==> config.mk <==
export PLATFORM = sky130hd
export DESIGN_NAME = bus_uart_tx
export DESIGN_NICKNAME = d
export VERILOG_FILES = /design/src/rtl/bus_pkg.sv /design/src/rtl/sync_fifo.sv /design/src/rtl/bus_uart_tx.sv
export SDC_FILE = /design/constraint.sdc
export NUM_CORES = 1
export LEC_CHECK = 0
export ABC_CLOCK_PERIOD_IN_PS = 7500
export CAP_MARGIN = 20
export CORE_MARGIN = 3
export CORE_UTILIZATION = 38
export CTS_BUF_LIST = sky130_fd_sc_hd__clkbuf_2 sky130_fd_sc_hd__clkbuf_4 sky130_fd_sc_hd__clkbuf_8
export CTS_CLUSTER_SIZE = 8
export DETAILED_ROUTE_END_ITERATION = 7
export PLACE_DENSITY_LB_ADDON = 0.1
export SETUP_SLACK_MARGIN = 0.3
export SLEW_MARGIN = 20
export SYNTH_ARGS = -nofsm -noshare
export SYNTH_HDL_FRONTEND = slang
export SYNTH_SLANG_ARGS = --single-unit
==> constraint.sdc <==
create_clock -name clk -period 7.5 [get_ports clk]
set_clock_uncertainty 0.15 [all_clocks]
set_input_delay 1.125 -clock clk [delete_from_list [all_inputs] [get_ports clk]]
set_output_delay 1.125 -clock clk [all_outputs]
set_load 0.01 [all_outputs]
==> src/rtl/bus_pkg.sv <==
// Shared definitions for tiny-CPU bus targets: command encoding, UART
// register offsets and UART STATUS register bit positions.
package bus_pkg;

    typedef enum logic [1:0] {
        BUS_CMD_READ    = 2'd0,
        BUS_CMD_WRITE   = 2'd1,
        BUS_CMD_READ_B  = 2'd2,
        BUS_CMD_WRITE_B = 2'd3
    } bus_cmd_t;

    // Byte offsets; only addr[1] distinguishes the two registers.
    localparam logic [15:0] UART_REG_DATA   = 16'h0000;
    localparam logic [15:0] UART_REG_STATUS = 16'h0002;

    // STATUS = {8'h00, count[3:0], 1'b0, empty, full, busy}
    localparam int unsigned STATUS_BUSY_BIT  = 0;
    localparam int unsigned STATUS_FULL_BIT  = 1;
    localparam int unsigned STATUS_EMPTY_BIT = 2;
    localparam int unsigned STATUS_COUNT_LSB = 4;

    function automatic logic is_write(input bus_cmd_t c);
        return (c == BUS_CMD_WRITE) || (c == BUS_CMD_WRITE_B);
    endfunction

endpackage

==> src/rtl/sync_fifo.sv <==
// Synchronous FIFO with extra-MSB pointers (wrap modulo 2*DEPTH).
// Push when full and pop when empty are ignored. Read data is the head
// entry; a byte pushed into an empty FIFO is visible one cycle later.
module sync_fifo #(
    parameter int unsigned WIDTH = 8,
    parameter int unsigned DEPTH = 8
) (
    input  logic                      clk,
    input  logic                      reset,
    input  logic                      push,
    input  logic                      pop,
    input  logic [WIDTH-1:0]          wr_data,
    output logic [WIDTH-1:0]          rd_data,
    output logic                      full,
    output logic                      empty,
    output logic [$clog2(DEPTH):0]    count
);

    localparam int unsigned AW = $clog2(DEPTH);

    logic [WIDTH-1:0] mem [DEPTH];
    logic [AW:0]      wr_ptr;
    logic [AW:0]      rd_ptr;
    logic             do_push;
    logic             do_pop;

    assign full    = (wr_ptr[AW] != rd_ptr[AW]) && (wr_ptr[AW-1:0] == rd_ptr[AW-1:0]);
    assign empty   = (wr_ptr == rd_ptr);
    assign count   = wr_ptr - rd_ptr;
    assign do_push = push && !full;
    assign do_pop  = pop && !empty;
    assign rd_data = mem[rd_ptr[AW-1:0]];

    // Pointer update; reset discards all queued entries.
    always_ff @(posedge clk or posedge reset) begin
        if (reset) begin
            wr_ptr <= '0;
            rd_ptr <= '0;
        end else begin
            if (do_push) wr_ptr <= wr_ptr + 1'b1;
            if (do_pop)  rd_ptr <= rd_ptr + 1'b1;
        end
    end

    // Storage write; contents need no reset since pointers gate visibility.
    always_ff @(posedge clk) begin
        if (do_push) mem[wr_ptr[AW-1:0]] <= wr_data;
    end

endmodule

==> src/rtl/bus_uart_tx.sv <==
// Memory-mapped UART transmitter on the toggle-handshake bus.
// DATA writes queue bytes; a full FIFO withholds done until space frees.
// Optional macro BUS_UART_TX_PARITY_EN adds an even-parity bit (8E1),
// otherwise frames are 8N1.
module bus_uart_tx
    import bus_pkg::*;
#(
    parameter int unsigned CLKS_PER_BIT = 16,
    parameter int unsigned FIFO_DEPTH   = 8
) (
    input  logic        clk,
    input  logic        reset,
    input  logic [15:0] addr,
    input  logic [1:0]  cmd,
    input  logic        run,
    input  logic [15:0] wr_data,
    output logic [15:0] rd_data,
    output logic        done,
    output logic        txd
);

    localparam int unsigned CNT_W  = $clog2(FIFO_DEPTH) + 1;
    localparam int unsigned BAUD_W = $clog2(CLKS_PER_BIT);

    typedef enum logic [2:0] {
        ST_IDLE,
        ST_START,
        ST_DATA,
`ifdef BUS_UART_TX_PARITY_EN
        ST_PARITY,
`endif
        ST_STOP
    } uart_tx_state_t;

    uart_tx_state_t    state, state_n;
    logic [BAUD_W-1:0] baud, baud_n;
    logic [2:0]        bit_idx, bit_n;
    logic [7:0]        shift, shift_n;
    logic              txd_n;
    logic              pop;
    logic              bit_end;

    logic [7:0]        fifo_rd;
    logic              full, empty;
    logic [CNT_W-1:0]  fifo_count;
    logic [3:0]        count_sat;
    logic [15:0]       status_word;

    bus_cmd_t          bus_cmd;
    logic              pending, wr_req, is_data, is_status, push, stall;
    logic              unused_bits;

`ifdef BUS_UART_TX_PARITY_EN
    logic              parity, parity_n;
`endif

    assign unused_bits = ^{addr[15:2], addr[0], wr_data[15:8]};

    assign bus_cmd   = bus_cmd_t'(cmd);
    assign pending   = (run != done);
    assign is_data   = (addr[1] == UART_REG_DATA[1]);
    assign is_status = (addr[1] == UART_REG_STATUS[1]);
    assign wr_req    = pending && is_write(bus_cmd);
    assign stall     = wr_req && is_data && full;
    assign push      = wr_req && is_data && !full;

    sync_fifo #(
        .WIDTH (8),
        .DEPTH (FIFO_DEPTH)
    ) u_fifo (
        .clk     (clk),
        .reset   (reset),
        .push    (push),
        .pop     (pop),
        .wr_data (wr_data[7:0]),
        .rd_data (fifo_rd),
        .full    (full),
        .empty   (empty),
        .count   (fifo_count)
    );

    // STATUS word assembly with occupancy saturated to four bits.
    always_comb begin
        count_sat   = (32'(fifo_count) > 32'd15) ? 4'hF : 4'(fifo_count);
        status_word = '0;
        status_word[STATUS_COUNT_LSB +: 4] = count_sat;
        status_word[STATUS_EMPTY_BIT]      = empty;
        status_word[STATUS_FULL_BIT]       = full;
        status_word[STATUS_BUSY_BIT]       = (state != ST_IDLE);
    end

    // Bus target: complete each pending request in one cycle unless stalled.
    always_ff @(posedge clk or posedge reset) begin
        if (reset) begin
            done    <= 1'b0;
            rd_data <= '0;
        end else if (pending) begin
            if (!stall) done <= ~done;
            if (!is_write(bus_cmd)) rd_data <= is_status ? status_word : 16'h0000;
        end
    end

    // Transmit state, counters and registered serial output.
    always_ff @(posedge clk or posedge reset) begin
        if (reset) begin
            state   <= ST_IDLE;
            baud    <= '0;
            bit_idx <= '0;
            shift   <= '0;
            txd     <= 1'b1;
`ifdef BUS_UART_TX_PARITY_EN
            parity  <= 1'b0;
`endif
        end else begin
            state   <= state_n;
            baud    <= baud_n;
            bit_idx <= bit_n;
            shift   <= shift_n;
            txd     <= txd_n;
`ifdef BUS_UART_TX_PARITY_EN
            parity  <= parity_n;
`endif
        end
    end

    // Next-state logic; txd is derived from the next state so the line
    // changes on the same edge the state does.
    always_comb begin
        state_n = state;
        baud_n  = baud;
        bit_n   = bit_idx;
        shift_n = shift;
        pop     = 1'b0;
        txd_n   = 1'b1;
        bit_end = (baud == BAUD_W'(CLKS_PER_BIT - 1));
`ifdef BUS_UART_TX_PARITY_EN
        parity_n = parity;
`endif

        case (state)
            ST_IDLE: begin
                if (!empty) begin
                    pop     = 1'b1;
                    shift_n = fifo_rd;
                    baud_n  = '0;
                    bit_n   = '0;
                    state_n = ST_START;
`ifdef BUS_UART_TX_PARITY_EN
                    parity_n = ^fifo_rd;
`endif
                end
            end
            ST_START: begin
                if (bit_end) begin
                    baud_n  = '0;
                    state_n = ST_DATA;
                end else begin
                    baud_n = baud + 1'b1;
                end
            end
            ST_DATA: begin
                if (bit_end) begin
                    baud_n  = '0;
                    shift_n = {1'b0, shift[7:1]};
                    if (bit_idx == 3'd7) begin
`ifdef BUS_UART_TX_PARITY_EN
                        state_n = ST_PARITY;
`else
                        state_n = ST_STOP;
`endif
                    end else begin
                        bit_n = bit_idx + 1'b1;
                    end
                end else begin
                    baud_n = baud + 1'b1;
                end
            end
`ifdef BUS_UART_TX_PARITY_EN
            ST_PARITY: begin
                if (bit_end) begin
                    baud_n  = '0;
                    state_n = ST_STOP;
                end else begin
                    baud_n = baud + 1'b1;
                end
            end
`endif
            ST_STOP: begin
                if (bit_end) begin
                    baud_n  = '0;
                    state_n = ST_IDLE;
                end else begin
                    baud_n = baud + 1'b1;
                end
            end
            default: state_n = ST_IDLE;
        endcase

        case (state_n)
            ST_START:  txd_n = 1'b0;
            ST_DATA:   txd_n = shift_n[0];
`ifdef BUS_UART_TX_PARITY_EN
            ST_PARITY: txd_n = parity_n;
`endif
            default:   txd_n = 1'b1;
        endcase
    end

endmodule

==> flow_metrics.py <==
metrics = {
    "timing": {
        "worst_pin_slew_ns": 1.077,
        "rsz0062_at_grt": "false",
        "drv_slew": 0,
        "hold_viol": 0,
        "finalSetupViolCount": 0,
        "fmax_mhz": 302.9,
        "fin_crit_ns": 3.301,
        "fin_tns_setup_ns": 0,
        "slew-limit-headroom_pct": 27.92,
        "fin_crit_sh_pct": 44.02,
    },
    "clock_tree": {
        "cts_hold_buf": 0,
        "cts-root-buf": "clkbuf_8",
        "clkTransAtPathRegs_ns": 0.10,
        "cts_tree": "built",
        "clock_sinks": 99,
        "h-tree-depth": 3,
        "clock_latency_ns": 0.37,
        "cts_buffers": 9,
        "cts_resized": 0,
        "clock_path_buffers": 2,
        "postCtsSetupRepairBufs": 0,
    },
    "logic_synthesis": {
        "synthDistinctLibCells": 50,
        "synth_edf_count": 64,
        "ys.warnings.count": 0,
        "synthArstFlopShare_pct": 35.35,
        "synth_area_per_cell_um2": 15.64,
        "synth-seq-cells": 99,
        "ys.flop_type": "edfxtp_1",
        "syn_area_um2": 4318,
        "synthCells": 276,
        "ys_seq_area_share_pct": 64.82,
    },
    "grt": {
        "grt_pass1_vias": 2339,
        "grt.total_usage_pct": 13.28,
        "grt_max_degree": 36,
        "grt_pass1_wl_um": 12810,
        "antenna_found_initial": 0,
        "grt_overflow": 0,
    },
    "detailed_routing": {
        "drt_first_pass_iters": 4,
        "routed_wirelength_um": 7879,
        "num_vias": 2315,
        "ant_nets": 0,
        "drt_iter0_drc": 99,
        "routedWlPerCell_um": 17.67,
        "drc": 0,
        "drt-vias-per-instance": 5.191,
    },
    "floorplanning": {
        "start_util_pct": 39.31,
        "rows": 38,
        "die_y_um": 112.6,
        "coreArea_um2": 10980,
        "dieArea_um2": 12680,
        "die_x_um": 112.6,
        "pin_count": 55,
    },
    "flow_run": {
        "max_cap_violations": 0,
    },
    "placement": {
        "dpl.hpwl_um": 4959,
        "io_buffers": 21,
        "place_congestion": 0.7545,
    },
    "cells_and_area": {
        "syn_to_final_growth_pct": 11.94,
        "seq_area_um2": 2799,
        "layout.nets": 347,
        "multi_input_area_um2": 1406,
        "final_util_pct": 44.01,
        "fillerInstances": 967,
        "drive_gt1_share_pct": 12.75,
        "antennaDiodeCount": 0,
    },
    "power": {
        "power.switching_uw": 539.7,
        "powerDensity_nw_per_um2": 324.8,
        "pwr-share-comb_pct": 30.0,
        "ir_drop_v": 0.0001062,
        "p_clk_share_pct": 20.7,
        "pwr-share-seq_pct": 49.2,
        "leakagePower_uw": 0.001801,
        "power.internal_uw": 1030,
        "sw_frac_of_total_pct": 34.38,
    },
    "critical_path": {
        "crit_fanout": 18,
        "end_kind": "register",
        "critical_path_class": "reg2reg",
        "crit_start": "u_fifo.rd_ptr[2]$_DFFE_PP0P_",
        "startpoint_type": "register",
        "crit_arrival_ns": 3.14,
        "reg2reg_from": "u_fifo.rd_ptr[2]$_DFFE_PP0P_",
        "cp.required_ns": 7.34,
    },
    "worst_hold_path": {
        "hold_path.class": "reg2reg",
        "worstHoldStart": "rd_data[2]$_DFFE_PP0P_",
    },
    "status": {
        "status": "finished clean",
    },
}
## worst paths after layout
path	cells past startpoint	to	slack [ns]
max	5	u_fifo.mem[7][4]$_DFFE_PP_	4.20
min	2	rd_data[2]$_DFFE_PP0P_	0.34
max reg2reg	5	u_fifo.mem[7][4]$_DFFE_PP_	4.20
min reg2reg	2	rd_data[2]$_DFFE_PP0P_	0.34
max in group asynchronous	3	txd$_DFF_PP1_	5.84
min in group asynchronous	3	u_fifo.rd_ptr[0]$_DFFE_PP0P_	1.00
## stage by stage
step | instance area, µm² | cells | hold WS, ns | total power [µW] | setup WS, ns
2_1_floorplan | 4352 | 285 | 0.3201 | 1128 | 4.540
3_3_place_gp | 4651 | 430 | 0.3134 | 1259 | 3.839
3_5_place_dp | 4651 | 430 | 0.3199 | 1269 | 3.806
4_1_cts | 4833 | 446 | 0.3424 | 1601 | 4.055
5_1_grt | 4833 | 446 | 0.3776 | 1682 | 3.880
6_report | 4833 | 446 | 0.3351 | 1570 | 4.199
## power groups by stage
stage,clock (µW),sequential [µW],combinational [µW]
6_report,325,773,471
3_3_place_gp,0,787,472
3_5_place_dp,0,788,481
5_1_grt,362,791,530
2_1_floorplan,0,736,392
4_1_cts,340,778,483
## critical path, stage by stage (launching register included)
cell	delay, ns
dfrtp_1	0.86
inv_1	0.15
ha_1	0.40
nand3_1	0.22
o2111ai_1	0.24
nor2_1	0.90
## cell families (layout without fill, tap and decap cells)
logic type | count (synthesis) | after routing | share of synthesized area, %
adders and majority gates | 9 | 9 | 2.782
muxes | 27 | 27 | 12.05
DFF | 99 | 99 | 64.82
other | 1 | 10 | 0.08685
and+or+nand+nor | 59 | 59 | 6.520
xor gates and xnor gates | 12 | 12 | 2.608
AOI/OAI and AO/OA | 40 | 40 | 7.129
buffers and inverters | 29 | 50 | 3.999
## cells in the final DEF (no fill, tap or decap), drive strengths merged, types with 2 or more instances in the layout
cell type / count
xor2: 6
inv: 14
o41ai: 2
nand3: 3
dfrtp: 34
a221o: 6
xnor2: 6
clkinv: 2
nand4: 4
ha: 8
nor2: 19
a21oi: 5
clkbuf: 9
edfxtp: 64
nor4: 2
a22o: 3
o211ai: 2
buf: 3
conb: 10
o31ai: 6
and3: 2
mux4: 16
nand2b: 2
clkdlybuf4s50: 21
nor3: 7
o21ai: 7
nand2: 18
mux2: 4
mux2i: 7
## registers in the layout, summed over array words and instances, names as in the netlist
signal / count
baud: 4
bit_idx: 3
done: 1
rd_data: 7
shift: 8
state: 3
txd: 1
u_fifo.mem: 64
u_fifo.rd_ptr: 4
u_fifo.wr_ptr: 4
## synth_stat cells (all sizes together) (2+ instances only)
| cell | number | area (µm²) |
|---|---|---|
| a21oi | 5 | 25.02 |
| a221o | 6 | 60.06 |
| a22o | 3 | 26.28 |
| and3 | 2 | 12.51 |
| buf | 15 | 118.9 |
| clkbuf | 4 | 16.26 |
| dfrtp | 34 | 850.8 |
| edfxtp | 64 | 1922 |
| ha | 8 | 100.1 |
| inv | 10 | 37.54 |
| mux2 | 4 | 45.04 |
| mux2i | 7 | 70.07 |
| mux4 | 16 | 405.4 |
| nand2 | 18 | 67.56 |
| nand2b | 2 | 12.51 |
| nand3 | 3 | 15.01 |
| nand4 | 4 | 25.02 |
| nor2 | 19 | 71.32 |
| nor3 | 7 | 51.30 |
| nor4 | 2 | 12.51 |
| o211ai | 2 | 20.02 |
| o21ai | 7 | 38.79 |
| o31ai | 6 | 45.04 |
| o41ai | 2 | 17.52 |
| xnor2 | 6 | 60.06 |
| xor2 | 6 | 52.55 |
## layout make-up
cell class                 count  share of cell area [%]
timing repair buffer          24                   4.815
inverter                      10                  0.7766
multi-input combinational    157                   29.10
clock inverter                 7                   1.217
sequential                    99                   57.91
tap                          140                   3.624
clock buffer                   9                   2.563
## routing by layer
| metal | routed length, µm | track usage (%) | part of all wire (%) | vias to the layer above |
|---|---|---|---|---|
| li1 | - | - | - | 1092 |
| met1 | 3687 | 17.41 | 47 | 1176 |
| met2 | 3827 | 21.56 | 49 | 38 |
| met3 | 250 | 3.720 | 3.2 | 9 |
| met4 | 114 | 4.087 | 1.4 | 0 |
| met5 | 0 | 0 | 0 | - |
(Power assumes the default switching activity.)
